<file path="config.mk">
export PLATFORM = sky130hd
export DESIGN_NAME = keypad_event_ctrl
export DESIGN_NICKNAME = d
export VERILOG_FILES = /design/src/rtl/keypad_event_ctrl.sv
export SDC_FILE = /design/constraint.sdc
export NUM_CORES = 1
export LEC_CHECK = 0
export ABC_CLOCK_PERIOD_IN_PS = 1900
export BUFFER_PORTS_ARGS = -buffer_cell sky130_fd_sc_hd__buf_2
export CAP_MARGIN = 20
export CORE_AREA = 4 4 68 70
export CTS_CLUSTER_DIAMETER = 50
export DETAILED_ROUTE_END_ITERATION = 12
export DIE_AREA = 0 0 72 74
export PLACE_DENSITY = 0.67
export SYNTH_ARGS = -nofsm -noshare
export SYNTH_HDL_FRONTEND = slang
export SYNTH_SLANG_ARGS = --single-unit
</file>
<file path="constraint.sdc">
create_clock -name Clk -period 1.9 [get_ports Clk]
set_input_delay 0.095 -clock Clk [delete_from_list [all_inputs] [get_ports Clk]]
set_output_delay 0.095 -clock Clk [all_outputs]
set_load 0.005 [all_outputs]
</file>
<file path="src/rtl/keypad_event_ctrl.sv">
// -----------------------------------------------------------------------------
// keypad_event_ctrl
//
// Turns raw USB keycode reports (NUM_SLOTS packed 8-bit codes from the Nios
// keycode PIO) into per-frame movement events. Each of NUM_ACTIONS actions has
// its own small FSM that issues one step on a fresh press. With auto-repeat
// built in, a held key also re-steps after REPEAT_DELAY frames and then every
// REPEAT_RATE frames. Steps are aligned to the synchronised vsync so that
// frame_clk-clocked logic sees each step exactly once.
//
// Build option:
//   KEYPAD_AUTOREPEAT_EN  defined   -> DELAY/REPEAT auto-repeat path is built
//                         undefined -> single step per press, then HOLD until
//                                      release (REPEAT_* parameters ignored)
//
// Ports:
//   Clk         in   system clock
//   Reset       in   asynchronous, active-high reset
//   frame_clk   in   VGA vsync, asynchronous to Clk
//   keycode     in   NUM_SLOTS*8 raw report; slot s at [8s+7:8s]
//   act_held    out  registered raw level: action code present in any slot
//   act_step    out  movement event, held for one full frame period
//   last_act    out  one-hot of the last action that stepped (LEDs)
//   last_code   out  last nonzero code seen in slot 0 (hex display)
//   frame_tick  out  one-Clk pulse per synchronised vsync rising edge
// -----------------------------------------------------------------------------
module keypad_event_ctrl #(
  parameter int unsigned                  NUM_SLOTS    = 2,
  parameter int unsigned                  NUM_ACTIONS  = 4,
  parameter logic [NUM_ACTIONS*8-1:0]     ACT_CODES    = {8'h52, 8'h51, 8'h50, 8'h4F},
  parameter int unsigned                  REPEAT_DELAY = 15,
  parameter int unsigned                  REPEAT_RATE  = 6
) (
  input  logic                     Clk,
  input  logic                     Reset,
  input  logic                     frame_clk,
  input  logic [NUM_SLOTS*8-1:0]   keycode,
  output logic [NUM_ACTIONS-1:0]   act_held,
  output logic [NUM_ACTIONS-1:0]   act_step,
  output logic [NUM_ACTIONS-1:0]   last_act,
  output logic [7:0]               last_code,
  output logic                     frame_tick
);

  localparam int unsigned CODE_W = 8;

`ifdef KEYPAD_AUTOREPEAT_EN
  // A zero delay/rate is treated as one frame.
  localparam int unsigned DELAY_EFF = (REPEAT_DELAY == 0) ? 1 : REPEAT_DELAY;
  localparam int unsigned RATE_EFF  = (REPEAT_RATE == 0) ? 1 : REPEAT_RATE;
  localparam int unsigned CNT_MAX   = (DELAY_EFF > RATE_EFF) ? DELAY_EFF : RATE_EFF;
  localparam int unsigned CNT_W     = $clog2(CNT_MAX + 1);

  typedef enum logic [1:0] {
    ST_IDLE   = 2'd0,
    ST_DELAY  = 2'd1,
    ST_REPEAT = 2'd2
  } state_t;
`else
  typedef enum logic [0:0] {
    ST_IDLE = 1'b0,
    ST_HOLD = 1'b1
  } state_t;
`endif

  // Synchroniser and edge detect for vsync
  logic fc_meta_q;
  logic fc_sync_q;
  logic fc_prev_q;

  // Decode / press detection
  logic [NUM_ACTIONS-1:0] hit_c;
  logic [NUM_ACTIONS-1:0] hit_m_c;
  logic [NUM_ACTIONS-1:0] hit_m_q;
  logic [NUM_ACTIONS-1:0] rise_c;
  logic                   armed_q;

  // Per-action FSM state
  state_t                 state_q   [NUM_ACTIONS];
  logic [NUM_ACTIONS-1:0] pending_q;
  logic [NUM_ACTIONS-1:0] step_c;
`ifdef KEYPAD_AUTOREPEAT_EN
  logic [CNT_W-1:0]       cnt_q     [NUM_ACTIONS];
  logic [CNT_W-1:0]       cnt_inc_c [NUM_ACTIONS];
`endif

  // Highest-index set bit as a one-hot vector
  function automatic logic [NUM_ACTIONS-1:0] top_onehot(input logic [NUM_ACTIONS-1:0] v);
    logic [NUM_ACTIONS-1:0] r;
    r = '0;
    for (int i = 0; i < int'(NUM_ACTIONS); i++) begin
      if (v[i]) begin
        r    = '0;
        r[i] = 1'b1;
      end
    end
    return r;
  endfunction

  // Action hit: code present in any slot; 8'h00 (no key) never matches
  always_comb begin
    hit_c = '0;
    for (int a = 0; a < int'(NUM_ACTIONS); a++) begin
      for (int s = 0; s < int'(NUM_SLOTS); s++) begin
        if ((ACT_CODES[a*CODE_W +: CODE_W] != 8'h00) &&
            (keycode[s*CODE_W +: CODE_W] == ACT_CODES[a*CODE_W +: CODE_W])) begin
          hit_c[a] = 1'b1;
        end
      end
    end
  end

  // Opposing pairs (0,1), (2,3), ... cancel each other for the FSMs
  always_comb begin
    hit_m_c = hit_c;
    for (int p = 0; p + 1 < int'(NUM_ACTIONS); p += 2) begin
      if (hit_c[p] && hit_c[p+1]) begin
        hit_m_c[p]   = 1'b0;
        hit_m_c[p+1] = 1'b0;
      end
    end
  end

  // armed_q suppresses a false press for a level already high out of reset
  assign rise_c = hit_m_c & ~hit_m_q & {NUM_ACTIONS{armed_q}};

  // Step decision, only meaningful on a frame tick
  always_comb begin
    step_c = '0;
    for (int a = 0; a < int'(NUM_ACTIONS); a++) begin
`ifdef KEYPAD_AUTOREPEAT_EN
      cnt_inc_c[a] = cnt_q[a] + CNT_W'(1);
      case (state_q[a])
        ST_IDLE:   step_c[a] = pending_q[a] | rise_c[a];
        ST_DELAY:  step_c[a] = hit_m_c[a] && (cnt_inc_c[a] == CNT_W'(DELAY_EFF));
        ST_REPEAT: step_c[a] = hit_m_c[a] && (cnt_inc_c[a] == CNT_W'(RATE_EFF));
        default:   step_c[a] = 1'b0;
      endcase
`else
      step_c[a] = (state_q[a] == ST_IDLE) && (pending_q[a] || rise_c[a]);
`endif
    end
    step_c = step_c & {NUM_ACTIONS{frame_tick}};
  end

  // Sync, decode registers, outputs and per-action FSMs
  always_ff @(posedge Clk or posedge Reset) begin
    if (Reset) begin
      fc_meta_q  <= 1'b0;
      fc_sync_q  <= 1'b0;
      fc_prev_q  <= 1'b0;
      frame_tick <= 1'b0;
      act_held   <= '0;
      act_step   <= '0;
      last_act   <= '0;
      last_code  <= '0;
      hit_m_q    <= '0;
      armed_q    <= 1'b0;
      pending_q  <= '0;
      for (int a = 0; a < int'(NUM_ACTIONS); a++) begin
        state_q[a] <= ST_IDLE;
`ifdef KEYPAD_AUTOREPEAT_EN
        cnt_q[a]   <= '0;
`endif
      end
    end else begin
      fc_meta_q  <= frame_clk;
      fc_sync_q  <= fc_meta_q;
      fc_prev_q  <= fc_sync_q;
      frame_tick <= fc_sync_q & ~fc_prev_q;

      act_held <= hit_c;
      hit_m_q  <= hit_m_c;
      armed_q  <= 1'b1;

      if (keycode[CODE_W-1:0] != 8'h00) begin
        last_code <= keycode[CODE_W-1:0];
      end

      // Steps hold for a whole frame so the vsync-clocked consumer sees each once
      if (frame_tick) begin
        act_step <= step_c;
        if (step_c != '0) begin
          last_act <= top_onehot(step_c);
        end
      end

      for (int a = 0; a < int'(NUM_ACTIONS); a++) begin
        case (state_q[a])
          ST_IDLE: begin
            if (frame_tick && (pending_q[a] || rise_c[a])) begin
              pending_q[a] <= 1'b0;
`ifdef KEYPAD_AUTOREPEAT_EN
              state_q[a]   <= ST_DELAY;
              cnt_q[a]     <= '0;
`else
              state_q[a]   <= ST_HOLD;
`endif
            end else if (rise_c[a]) begin
              // A press shorter than a frame is remembered until the next tick
              pending_q[a] <= 1'b1;
            end
          end
`ifdef KEYPAD_AUTOREPEAT_EN
          ST_DELAY: begin
            if (frame_tick) begin
              if (!hit_m_c[a]) begin
                state_q[a] <= ST_IDLE;
                cnt_q[a]   <= '0;
              end else if (cnt_inc_c[a] == CNT_W'(DELAY_EFF)) begin
                state_q[a] <= ST_REPEAT;
                cnt_q[a]   <= '0;
              end else begin
                cnt_q[a]   <= cnt_inc_c[a];
              end
            end
          end
          ST_REPEAT: begin
            if (frame_tick) begin
              if (!hit_m_c[a]) begin
                state_q[a] <= ST_IDLE;
                cnt_q[a]   <= '0;
              end else if (cnt_inc_c[a] == CNT_W'(RATE_EFF)) begin
                cnt_q[a]   <= '0;
              end else begin
                cnt_q[a]   <= cnt_inc_c[a];
              end
            end
          end
`else
          ST_HOLD: begin
            if (frame_tick && !hit_m_c[a]) begin
              state_q[a] <= ST_IDLE;
            end
          end
`endif
          default: begin
            state_q[a] <= ST_IDLE;
          end
        endcase
      end
    end
  end

endmodule

</file>
After elaboration in Yosys (flattened, before gate mapping)
Index checks and enable logic that the tools add are counted.

Add/sub/neg operators: 0. Multipliers: 0. Divide/modulo/power cells: 0. Order comparisons: 0. Equality and inequality tests: 8. Shift operators: 0. Multiplexer cells: 34. Bitwise logic cells: 10. Reductions and logical operators: 33.

Operators with widths (number): $eq A8 B7 Y1 const B (8); $mux W1 (25); $logic_and A1 B1 Y1 (14); $and A4 B4 Y4 (3); $mux W4 (3); $reduce_and A2 Y1 (5); $pmux W1 S2 (4); $reduce_bool A2 Y1 (4); $reduce_bool A8 Y1 (1); $not A1 Y1 (5); $logic_not A1 Y1 (4); $logic_or A1 B1 Y1 (4); $mux W2 (2); $not A4 Y4 (1); $reduce_bool A4 Y1 (1); $and A1 B1 Y1 (1).

Bits in registers: 37. Bits in latches: 0. Bits in writable memories: 0. Memory bits (read-only): 0. Output and inout bits: 21. Logic and storage cells: 103. Memories: 0.

Logic depth before layout (Yosys ltp)
Depth in word-level cells: 14. Depth in mapped cells: 6. Depth with buffers taken out: 6.

Worst setup path after synthesis
No wires, ideal clock.

Kind: input -> register. Start point: input keycode[13]. End point: register last_act[3]. Setup time: 120 ps. Data arrival time: 1810 ps. Required time: 1780 ps. Path slack: -30 ps. Stages: 6. Path through: or3b_4 -> or4b_4 -> a2111oi_4 -> o21a_4 -> nor2_1 -> a31o_1.

Word-level cells in the longest chain between the ends: 11.

RTL lines: from (decl) (line 37) `input logic [NUM_SLOTS*8-1:0] keycode,`; $eq A8 B7 Y1 (line 106) `(keycode[s*CODE_W +: CODE_W] == ACT_CODES[a*CODE_W +: CODE_W])) begin`; $mux W1 (line 105) `if ((ACT_CODES[a*CODE_W +: CODE_W] != 8'h00) &&`; $logic_and A1 B1 Y1 (line 117) `if (hit_c[p] && hit_c[p+1]) begin`; $mux W2 (line 117); $and A4 B4 Y4 (*) (2 in series) (line 125) `assign rise_c = hit_m_c & ~hit_m_q & {NUM_ACTIONS{armed_q}};`; $logic_or A1 B1 Y1 (line 140) `step_c[a] = (state_q[a] == ST_IDLE) && (pending_q[a] || rise_c[a]);`; $logic_and A1 B1 Y1 (line 140); $and A4 B4 Y4 (*) (line 143) `step_c = step_c & {NUM_ACTIONS{frame_tick}};`; $reduce_bool A4 Y1 or $mux W4 (tied branches) (line 183, 92); $reduce_and A2 Y1 (no line) or $mux W4 (tied branches); to (signal assigned) (line 184) `last_act <= top_onehot(step_c);`; to (decl) (line 40) `output logic [NUM_ACTIONS-1:0] last_act,`.

Mark *: on every way between the ends. The rest lies on a longest branch, timed or not. A chain may end at the register's enable or synchronous reset.

Worst setup path in the final report
Same ends and word-level chain as after synthesis.

==> run summary <==
status - finished, final reports clean
Num CTS Buffers - 5
GR Util met1 - 16.8%
antenna violations before repair - 0
H-tree depth - 2
Yosys cell types - 43
Syn Inst Count - 138
min-delay worst type - in2reg
IR drop worst, VDD - 516 uV
Port Buffers - 39
Lkg Pwr - 1.14 nW
DR iter-0 viols - 71
most common cell after layout, fill and taps aside - buf_2
final antenna-violating net count - 0
layout net count - 212
Final Critical Period - 1820 ps
CP startpoint kind - input pin
Crit path arrival time - 1990 ps
total chip power - 0.00173 W
Starting Density - 41.3%
IO Pins - 40
crit end category - register
Worst Path Max Fanout - 5
Setup Viol. Count Final - 0
Layout fillers - 368
area of the mapped netlist - 1640 um^2
Slew Viols, Final - 0
R2R setup slack - 320 ps
row count - 23
DIE AREA - 5330 um^2
pin count of the biggest net entering global routing - 38
Slew @ Worst Pin - 591 ps
Vias - 1,263
commonest non-fill, non-tap cells in the layout - 39 x buf_2, 37 x dfrtp_1, 16 x nor2_1
CTS tree - yes
Final Hold Fails - 0
Clock Tree Buf Depth - 2
Root Buffer - clkbuf_8
Inst Count DP - 234
# diodes - 0
clk_skew - 10.3 ps
post-detailed-route via-to-cell ratio - 5.18
power density over the cells - 824 nW/um^2
M2 GR Usage - 27.2%
share of cells above drive strength 1 - 38.1%
DRC Markers - 0
top_reg_cell synth - dfrtp_1
vias in the first global route - 1,348
Fin Setup TNS - 0 ps
crit share post-route - 95.6%
Seq/Total Area, Yosys - 56.5%
synthesized area per cell - 11.9 um^2
core area - 3970 um^2
overall die height - 74 um
FF+latch count, synth - 37
post-route insts no fill - 244
grt peak-use layer - met2
Clk Latency, worst-skew pair - 290 ps
CP required - 2080 ps
Ys Warns - 0
Final GP Congestion - 0.793
First-pass DRT Iterations - 4
grt ovf - 0
Die Wd - 72 um
Hold WS - 21.6 ps
mean routed wirelength per cell - 14.6 um
syn_nets - 157
f_max - 0.551 GHz
CTS clk-pin slew, worst paths - 70 ps
GRT met3 Usage - 4.86%
FFs w/ async S/R, synth - 100%
Worst slew margin - 60.3%
post_cts resized - 0
WS Path Type - in2reg
Final Util - 52.8%
RSZ-0062 raised after global routing - no
area grow syn2layout - 27.9%
hpwl dp - 2720 um
first-pass GRT wire length - 6200 um
max-cap violations - 0
count of clock tree sinks - 37
Total GRT Usage - 15.1%
DRT Wirelength - 3560 um
Post-synth EDFFs - 0
## report_power, final
| group | switching (W) | internal (W) |
|---|---|---|
| registers | 0.0000241 | 0.000829 |
| logic | 0.0000894 | 0.0000809 |
| clock network | 0.000278 | 0.000427 |
## per-layer routing
layer,vias up,part of all wire [%]
li1,606,-
met1,622,40
met2,27,53
met3,8,4.6
met4,0,1.9
met5,-,0
## cells by family (layout without fill, tap and decap cells)
| kind of cell | count (synthesis) | in the layout | synth area share, % |
|---|---|---|---|
| buf+inv | 8 | 64 | 1.83 |
| simple gates | 55 | 55 | 21.5 |
| flops | 37 | 37 | 56.5 |
| compound gates | 37 | 37 | 20.0 |
| other cells | 1 | 1 | 0.229 |
## worst paths after layout
check                                                end                 start  cells after the start
worst max-delay path             last_act[3]$_DFFE_PP0P_           keycode[13]                      7
worst min-delay path            last_code[4]$_DFFE_PP0P_            keycode[4]                      2
worst max register to register   last_act[2]$_DFFE_PP0P_  state_q[3]$_DFF_PP0_                      4
worst min register to register       fc_sync_q$_DFF_PP0_   fc_meta_q$_DFF_PP0_                      0
max in group asynchronous            fc_sync_q$_DFF_PP0_                 Reset                      4
min in group asynchronous          act_held[1]$_DFF_PP0_                 Reset                      4
## flip-flops by register name (all words and copies together) (netlist names), 4 cells and up
register / count
act_held: 4
pending_q: 4
last_act: 4
state_q: 4
hit_m_q: 4
act_step: 4
last_code: 8
## cells in the mapped netlist (2+ instances only)
cell type | instances | share of area [%]
a21oi_1 | 4 | 1.2
a31oi_1 | 2 | 0.76
nor2_1 | 16 | 3.7
nor2b_1 | 2 | 0.76
o21ai_0 | 7 | 2.1
nor3_1 | 3 | 0.92
nand2b_1 | 5 | 1.9
inv_1 | 6 | 1.4
nand2_1 | 8 | 1.8
or4b_4 | 2 | 1.7
and3b_1 | 2 | 1.1
a21o_1 | 10 | 4.6
a22o_4 | 2 | 2.1
nand3_1 | 3 | 0.92
dfrtp_1 | 37 | 56
clkbuf_1 | 2 | 0.46
## critical path, cell delays in order
cell,delay [ps]
buf_2,90
or3b_4,420
or4b_4,570
a2111oi_4,340
o21a_4,190
nor2_1,50
a31o_1,230
## stage by stage
stage	setup WS, ps	cell area (um^2)
5_1_grt	35.6	2100
3_3_place_gp	-158	1960
3_5_place_dp	-219	1960
4_1_cts	91.0	2100
2_1_floorplan	-30.2	1640
6_report	84.0	2100
## cell type report
type                    count  area [um^2]  area share, %
clock buffers               6         82.6           3.94
repair buffers             50          283           13.5
clock inverters             2         37.5           1.79
flip-flops and latches     37          926           44.2
multi-input cells          93          683           32.6
well taps                  50         62.6           2.98
inverters                   6         22.5           1.07
## what timing repair did
action,4_1_cts,5_1_grt
endpoints found under the hold margin,38,0
hold buffers,2,0
setup buffers,0,0
Power figures use the tool's default switching activity.
